File: src/rtl/imem_loader_pkg.sv
// Shared types and widths for the instruction-memory loader.
package imem_loader_pkg;
   localparam int BYTE_W  = 8;
   localparam int INSTR_W = 16;

   typedef enum logic [3:0] {
      IDLE    = 4'd0,
      LEN_HI  = 4'd1,
      LEN_LO  = 4'd2,
      DATA_HI = 4'd3,
      DATA_LO = 4'd4,
      WRITE   = 4'd5,
      CHK     = 4'd6,
      DONE    = 4'd7,
      ERR     = 4'd8
   } state_t;
endpackage

File: src/rtl/imem_loader_byte_pack.sv
// Packs two stream bytes MSB-first into an instruction word; with
// IMEM_LOADER_CHECKSUM_EN it also keeps a running XOR of the data bytes.
module byte_pack
   import imem_loader_pkg::*;
(
   input  logic               clock,
   input  logic               reset_n,
   input  logic               clear,
   input  logic               hi_en,
   input  logic               lo_en,
   input  logic [BYTE_W-1:0]  data,
   output logic [INSTR_W-1:0] word,
`ifdef IMEM_LOADER_CHECKSUM_EN
   output logic [BYTE_W-1:0]  csum,
`endif
   output logic               word_valid
);

   always_ff @(posedge clock or negedge reset_n) begin
      if (!reset_n) begin
         word       <= '0;
         word_valid <= 1'b0;
      end else begin
         word_valid <= lo_en;
         if (hi_en) word[INSTR_W-1:BYTE_W] <= data;
         if (lo_en) word[BYTE_W-1:0]       <= data;
      end
   end

`ifdef IMEM_LOADER_CHECKSUM_EN
   always_ff @(posedge clock or negedge reset_n) begin
      if (!reset_n)            csum <= '0;
      else if (clear)          csum <= '0;
      else if (hi_en || lo_en) csum <= csum ^ data;
   end
`endif

endmodule

File: src/rtl/imem_loader.sv
// Streams a length-prefixed image into instruction memory and holds the core
// until it is complete. Optional checksum byte: IMEM_LOADER_CHECKSUM_EN.
module imem_loader
   import imem_loader_pkg::*;
#(
   parameter int ADDR_W = 8,
   parameter int DATA_W = 16
) (
   input  logic              clock,
   input  logic              reset_n,
   input  logic              start,
   input  logic [BYTE_W-1:0] in_data,
   input  logic              in_valid,
   output logic              in_ready,
   output logic [ADDR_W-1:0] mem_addr,
   output logic [DATA_W-1:0] mem_wdata,
   output logic              mem_wen,
   output logic              mem_cen,
   output logic              cpu_hold,
   output logic              done,
   output logic              error,
   output logic [ADDR_W:0]   words_loaded
);

   localparam logic [16:0] CAP = 17'(1) << ADDR_W;

`ifdef IMEM_LOADER_CHECKSUM_EN
   localparam state_t FINAL_ST = CHK;
   logic [BYTE_W-1:0] csum;
`else
   localparam state_t FINAL_ST = DONE;
`endif

   state_t      state;
   logic [15:0] len;
   logic [15:0] len_full;
   logic [16:0] wl_next;
   logic        xfer;
   logic        idle_like;
   logic        last_word;
   logic        word_valid;

   assign xfer      = in_valid && in_ready;
   assign idle_like = (state == IDLE) || (state == DONE) || (state == ERR);
   assign len_full  = {len[15:8], in_data};
   assign wl_next   = 17'(words_loaded) + 17'd1;
   assign last_word = (wl_next == {1'b0, len});

   always_comb begin
      in_ready = 1'b0;
      case (state)
         LEN_HI, LEN_LO, DATA_HI, DATA_LO: in_ready = 1'b1;
`ifdef IMEM_LOADER_CHECKSUM_EN
         CHK:                              in_ready = 1'b1;
`endif
         default:                          in_ready = 1'b0;
      endcase
   end

   assign done     = (state == DONE);
   assign error    = (state == ERR);
   assign cpu_hold = (state != DONE);
   assign mem_wen  = word_valid;
   assign mem_cen  = word_valid;

   byte_pack u_pack (
      .clock      (clock),
      .reset_n    (reset_n),
      .clear      (start && idle_like),
      .hi_en      (xfer && (state == DATA_HI)),
      .lo_en      (xfer && (state == DATA_LO)),
      .data       (in_data),
      .word       (mem_wdata),
`ifdef IMEM_LOADER_CHECKSUM_EN
      .csum       (csum),
`endif
      .word_valid (word_valid)
   );

   always_ff @(posedge clock or negedge reset_n) begin
      if (!reset_n) begin
         state        <= IDLE;
         len          <= '0;
         mem_addr     <= '0;
         words_loaded <= '0;
      end else begin
         case (state)
            IDLE, DONE, ERR: begin
               if (start) begin
                  words_loaded <= '0;
                  mem_addr     <= '0;
                  state        <= LEN_HI;
               end
            end
            LEN_HI: begin
               if (xfer) begin
                  len[15:8] <= in_data;
                  state     <= LEN_LO;
               end
            end
            LEN_LO: begin
               if (xfer) begin
                  len[7:0] <= in_data;
                  if (len_full == 16'd0)            state <= FINAL_ST;
                  else if ({1'b0, len_full} > CAP)  state <= ERR;
                  else                              state <= DATA_HI;
               end
            end
            DATA_HI: if (xfer) state <= DATA_LO;
            DATA_LO: if (xfer) state <= WRITE;
            WRITE: begin
               words_loaded <= words_loaded + (ADDR_W+1)'(1);
               // Address stops on the last word so it never wraps at full capacity.
               if (last_word) begin
                  state <= FINAL_ST;
               end else begin
                  mem_addr <= mem_addr + ADDR_W'(1);
                  state    <= DATA_HI;
               end
            end
`ifdef IMEM_LOADER_CHECKSUM_EN
            CHK: if (xfer) state <= (in_data == csum) ? DONE : ERR;
`endif
            default: state <= IDLE;
         endcase
      end
   end

endmodule
File: config.mk
export PLATFORM = sky130hd
export DESIGN_NAME = imem_loader
export DESIGN_NICKNAME = d
export VERILOG_FILES = /design/src/rtl/imem_loader_pkg.sv /design/src/rtl/imem_loader_byte_pack.sv /design/src/rtl/imem_loader.sv
export SDC_FILE = /design/constraint.sdc
export NUM_CORES = 1
export LEC_CHECK = 0
export ABC_AREA = 1
export CAP_MARGIN = 20
export CORE_MARGIN = 5
export CORE_UTILIZATION = 43
export DETAILED_ROUTE_END_ITERATION = 8
export PLACE_DENSITY = 0.66
export SLEW_MARGIN = 20
export SYNTH_ARGS = -nofsm -noshare
export SYNTH_HDL_FRONTEND = slang
export SYNTH_SLANG_ARGS = --single-unit
File: constraint.sdc
create_clock -name clock -period 3.2 [get_ports clock]
set_input_delay 0.64 -clock clock [delete_from_list [all_inputs] [get_ports clock]]
set_output_delay 0.64 -clock clock [all_outputs]
set_load 0.005 [all_outputs]
-- Word-level counts from Yosys, hierarchy flattened
Cells that the tools add are included.
- register bits after elaboration: 54
- input bits: 12
- output and inout port bits: 39
- logic and storage cells: 55
- $add $sub $neg: 3
- $lt $le $gt $ge: 1
- eq/ne operators: 15
- muxes and demuxes: 15
- reduce and logical (&&, ||, !) cells: 13
- operator list (kind ; number):
    2-to-1 mux 4 bit ; 7
    one-hot mux 4 bit (6 select lines) ; 1
    one-hot mux 9 bit (2 select lines) ; 1
    == test 10 x 16 -> 1 bit ; 1
    greater-than comparator 16 x 9 -> 1 bit (second input constant) ; 1
    logical NOT 16 bit ; 1
    2-to-1 mux 8 bit ; 2
    one-hot mux 8 bit (2 select lines) ; 1
    == test 4 x 3 -> 1 bit (second input constant) ; 3
    != test 2 bit (second input constant) ; 6
    adder 9 x 1 -> 10 bit (second input constant) ; 1
    adder 9 x 1 -> 9 bit (second input constant) ; 1
    2-to-1 mux 9 bit ; 1
    adder 8 x 1 -> 8 bit (second input constant) ; 1
    == test 4 x 2 -> 1 bit (second input constant) ; 2
    AND reduction 2 bit ; 3
    AND reduction 5 bit ; 1
    == test 4 x 1 -> 1 bit (second input constant) ; 1
    == test 4 bit (second input constant) ; 1
    logical NOT 4 bit ; 1
    != test 4 x 3 -> 1 bit (second input constant) ; 1
    OR reduction 4 bit ; 1
    logical AND 1 bit ; 3
    2-to-1 mux 3 bit ; 1
    other kinds (4) ; 4

-- Longest topological paths before layout
- depth in word-level cells: 6
- mapped depth: 13
- mapped depth without buffers: 13

-- Cells and area by module
From an unflattened synthesis, not the netlist that was laid out.
- cell total of the unflattened synthesis: 381
- area total of the unflattened synthesis: 2831.5 µm²
- modules (own cells, without submodules) (module ; instances ; cells an instance ; area an instance (µm²) ; sequential area each (µm²)):
    imem_loader ; 1 ; 312 ; 2195.9 ; 925.9
    byte_pack ; 1 ; 69 ; 635.6 ; 425.4

-- Least setup slack after synthesis
OpenSTA, ideal clock, no wires.
- kind: reg-to-reg
- from: register words_loaded[0]
- to: register mem_addr[4]
- setup time: 0.065 ns
- arrival time: 1.648 ns
- required time: 3.135 ns
- slack: 1.486 ns
- stages on the path, launching flop included: 13
- buffers on the path: 0
- clock period less this slack: 1.714 ns
- cells stage by stage: dfrtp_1 -> ha_1 -> nand2_2 -> nand2_1 -> nand2_1 -> nand2_1 -> nor2_1 -> nand3_1 -> nor2_4 -> nand4_4 -> nand2_4 -> nand2_1 -> nand2_1
- cells in the longest elaborated chain, start to end: 4
- RTL lines (element ; RTL line ; RTL):
    start, declared ; imem_loader.sv:22 ; output logic [ADDR_W:0] words_loaded
    start signal, assigned ; imem_loader.sv:112 ; words_loaded <= words_loaded + (ADDR_W+1)'(1);
    adder 9 x 1 -> 10 bit ; imem_loader.sv:46 ; assign wl_next = 17'(words_loaded) + 17'd1;
    == test 10 x 16 -> 1 bit ; imem_loader.sv:47 ; assign last_word = (wl_next == {1'b0, len});
    != test 2 bit (no source line) ; n/a ;
    AND reduction 3 bit (no source line) ; n/a ;
    end signal, assigned ; imem_loader.sv:117 ; mem_addr <= mem_addr + ADDR_W'(1);
    end, declared ; imem_loader.sv:15 ; output logic [ADDR_W-1:0] mem_addr,
Every way passes these cells.
A chain may end at the register's enable or synchronous reset.

-- Worst setup path in the final report
- from: register state[0]
- to: output in_ready
- cells in the longest elaborated chain, start to end: 3
- elaborated cells on any way between the ends: 6
- those cells by class: 4 x eq/ne; 1 x mux; 1 x reduce/logical
- RTL lines (element ; RTL line ; RTL):
    start, declared ; imem_loader.sv:34 ; state_t state;
    start signal, assigned ; imem_loader.sv:82 ; state <= IDLE;
    start signal, assigned ; imem_loader.sv:92 ; state <= LEN_HI;
    start signal, assigned ; imem_loader.sv:98 ; state <= LEN_LO;
    == test 4 x 2 -> 1 bit, or another cell as far along ; imem_loader.sv:51 ; case (state)
    OR reduction 4 bit (*) ; imem_loader.sv:51 ;
    2-to-1 mux 1 bit (*) ; imem_loader.sv:51 ;
    end, declared ; imem_loader.sv:14 ; output logic in_ready,
Every way passes the cells marked *; elsewhere a longest branch is shown, timed or not.

==> results by group <==
CTS
  – CTS buffer count: 5
  – CTS tree: yes
  – Post-cts resize count: 0
  – Post-CTS setup buffer count: 0
  – Worst-Skew Late Latency: 0.31 ns
  – Clock Pin Slew Worst Setup and Hold Paths: 0.11 ns
  – CTS Buffer Depth: 2
  – Cts hold-fix bufs: 0
  – CTS sink cnt: 54
  – H-tree depth: 2
  – Clk root buf: clkbuf_8

Outcome
  – Outcome: finished, final reports clean

Timing
  – Slew of the pin with the lowest slew margin: 0.559 ns
  – Period utilization: 79.2%
  – Final hold violations: 0
  – Layout Skew: 0.0120 ns
  – Slew HR: 62.8%
  – Worst hold slack: 0.302 ns
  – Final Max Slew Viols: 0
  – RSZ-0062 raised after global routing: no
  – Final worst slack: 0.666 ns
  – Tmin final: 2.53 ns
  – # setup viols final: 0
  – Setup TNS: 0 ns
  – Max Freq: 395 MHz

Synthesis
  – Seq cells post-synth: 54
  – Prevailing post-synth register cell: dfrtp_1
  – Mapped Area: 2900 sq um
  – Average cell area after synthesis: 7.77 sq um
  – Syn_nets: 387
  – Netlist cell types: 32
  – Post-Syn Instances: 373
  – Synth async-reset ratio: 100%
  – Post-synth EDFFs: 0
  – Sequential area share after synthesis: 46.6%
  – Yosys warns: 0

Critical path
  – Reg-to-Reg Start: state[1]
  – Maximum fanout along the worst path: 6
  – Crit Path Category: reg2out
  – Cells on worst reg2reg path: 8
  – Critical Path AT: 1.89 ns
  – Crit path capture type: output pin
  – Critical Path Start Type: register
  – R2r endpoint: mem_addr[0]
  – Reg2Reg Setup Slack: 1.20 ns
  – Critical Path RT: 2.56 ns

GRT
  – Tot GR Track Use: 16.7%
  – Initial antenna violation count: 0
  – First-pass GRT wire length: 11,600 um
  – Vias in the first global route: 2,482
  – Largest net degree at the start of global routing: 31
  – Remaining global-route overflow: 0

Layout
  – Filler cells: 659
  – Share of cells above drive strength 1: 8.47%
  – Synth-to-Final Area Change: 22.4%
  – Antenna cells: 0
  – Fin nets: 438

Pwr
  – VDD IR max: 0.336 mV
  – P per Cell Area: 679 nW/um^2
  – Leakage power: 1.67 nW

Floorplan
  – Die Width: 92.1 um
  – Core Footprint: 6680 sq um
  – Die Height: 92.1 um
  – I/O pin cnt: 51
  – Die ar.: 8480 sq um
  – Row count: 30
  – Initial core utilization: 43.4%

Worst hold path
  – Hold crit path type: in2async

Routing
  – DRC viols: 0
  – Initial DRC count: 125
  – Routed len/inst: 13.1 um
  – Routed wire length: 6600 um
  – Via count: 2,547
  – Drt via density: 5.04
  – Drt first pass iters: 4
  – Antenna-violating nets left: 0

Placement
  – PortBufs: 50
  – Worst Setup Slack post-DPL: 1.02 ns
  – Detailed placement HPWL: 4980 um
  – GPL Wtd Cong: 0.928

Flow run
  – Max-cap viol count: 0
[registers in the layout, indices dropped and copies added, names as in the netlist]
register and flops:
mem_addr 8, len 16, words_loaded 9, u_pack.word 16, state 4, u_pack.word_valid 1
[metal layers]
metal	vias to the layer above	wire (um)	GRT usage, %
li1	1291	-	-
met1	1180	3120	23.0
met2	66	2980	26.1
met3	10	387	4.10
met4	0	107	4.70
met5	-	0	0
[worst max path at each step]
| stage | start | to | slack, ns | cells past startpoint |
|---|---|---|---|---|
| after floorplan | words_loaded[0] | mem_addr[4] | 1.49 | 12 |
| after global placement | state[0] | in_ready | 1.06 | 6 |
| after detailed placement | state[0] | in_ready | 1.02 | 6 |
| after CTS | state[0] | in_ready | 0.67 | 6 |
| after global routing | state[0] | in_ready | 0.52 | 6 |
| final | state[0] | in_ready | 0.67 | 6 |
[through the flow]
step | total power, mW | area (sq um) | util, % | cells
final | 2.41 | 3550 | 53.1 | 505
after global routing | 2.63 | 3550 | 53.1 | 505
after CTS | 2.44 | 3550 | 53.1 | 505
after detailed placement | 2.03 | 3450 | 51.7 | 497
after global placement | 2.02 | 3450 | 51.7 | 497
after floorplan | 1.62 | 2900 | - | 373
[layout make-up]
cell class / instances / area [sq um] / area share (%)
Clock buffer: 5 / 68.8 / 1.94
Sequential cell: 54 / 1350 / 38.1
Tap cell: 80 / 100 / 2.82
Inverter: 47 / 176 / 4.97
Timing Repair Buffer: 51 / 503 / 14.2
Multi-Input combinational cell: 265 / 1320 / 37.3
Clock inverter: 3 / 25.0 / 0.705
[layout by cell type, fill, tap and decap left out, drive strengths merged]
| cell type | synthesis | final |
|---|---|---|
| nor3b | 1 | 1 |
| dfrtp | 54 | 54 |
| a21oi | 2 | 2 |
| clkdlybuf4s50 | 0 | 49 |
| xor2 | 3 | 3 |
| nor3 | 2 | 2 |
| ha | 2 | 2 |
| or3 | 1 | 1 |
| nand3b | 2 | 2 |
| nor2 | 41 | 41 |
| o21ai | 46 | 46 |
| inv | 46 | 47 |
| nand2 | 116 | 116 |
| xnor2 | 1 | 1 |
| clkbuf | 2 | 5 |
| nand3 | 36 | 36 |
| clkinv | 1 | 2 |
| nand4 | 8 | 8 |
| o22ai | 4 | 4 |
| buf | 5 | 2 |
| clkinvlp | 0 | 1 |
[report_power, final]
group	leakage, nW	total (mW)	internal (mW)	switching, mW
Sequential	0.705	1.05	0.892	0.158
Combinational	0.919	0.965	0.436	0.529
Clock	0.0447	0.396	0.159	0.237
Total	1.67	2.41	1.49	0.924
[cells in the mapped netlist, types with 4 or more instances]
master | n | share of area [%]
inv_1 | 46 | 6.0
nand4_1 | 7 | 1.5
nand2_2 | 6 | 1.3
nor2_1 | 34 | 4.4
nand3_1 | 29 | 5.0
o22ai_1 | 4 | 0.86
dfrtp_1 | 54 | 47
o21ai_1 | 4 | 0.69
nand2_1 | 108 | 14
o21ai_0 | 41 | 7.1
nand3_2 | 7 | 2.4
[critical path: stages, from the launching register on]
cell and delay, ns:
dfrtp_1 0.45, nor2_1 0.18, inv_1 0.10, nor2_1 0.19
inv_1 0.09, o21ai_2 0.07, clkdlybuf4s50_1 0.52
[kinds of logic after synthesis]
logic type,synth area share [%]
flops,46.6
simple gates,34.3
fa+ha+maj,0.863
xor+xnor,1.21
buf+inv,7.73
compound gates,9.28
(Power assumes the default switching activity.)
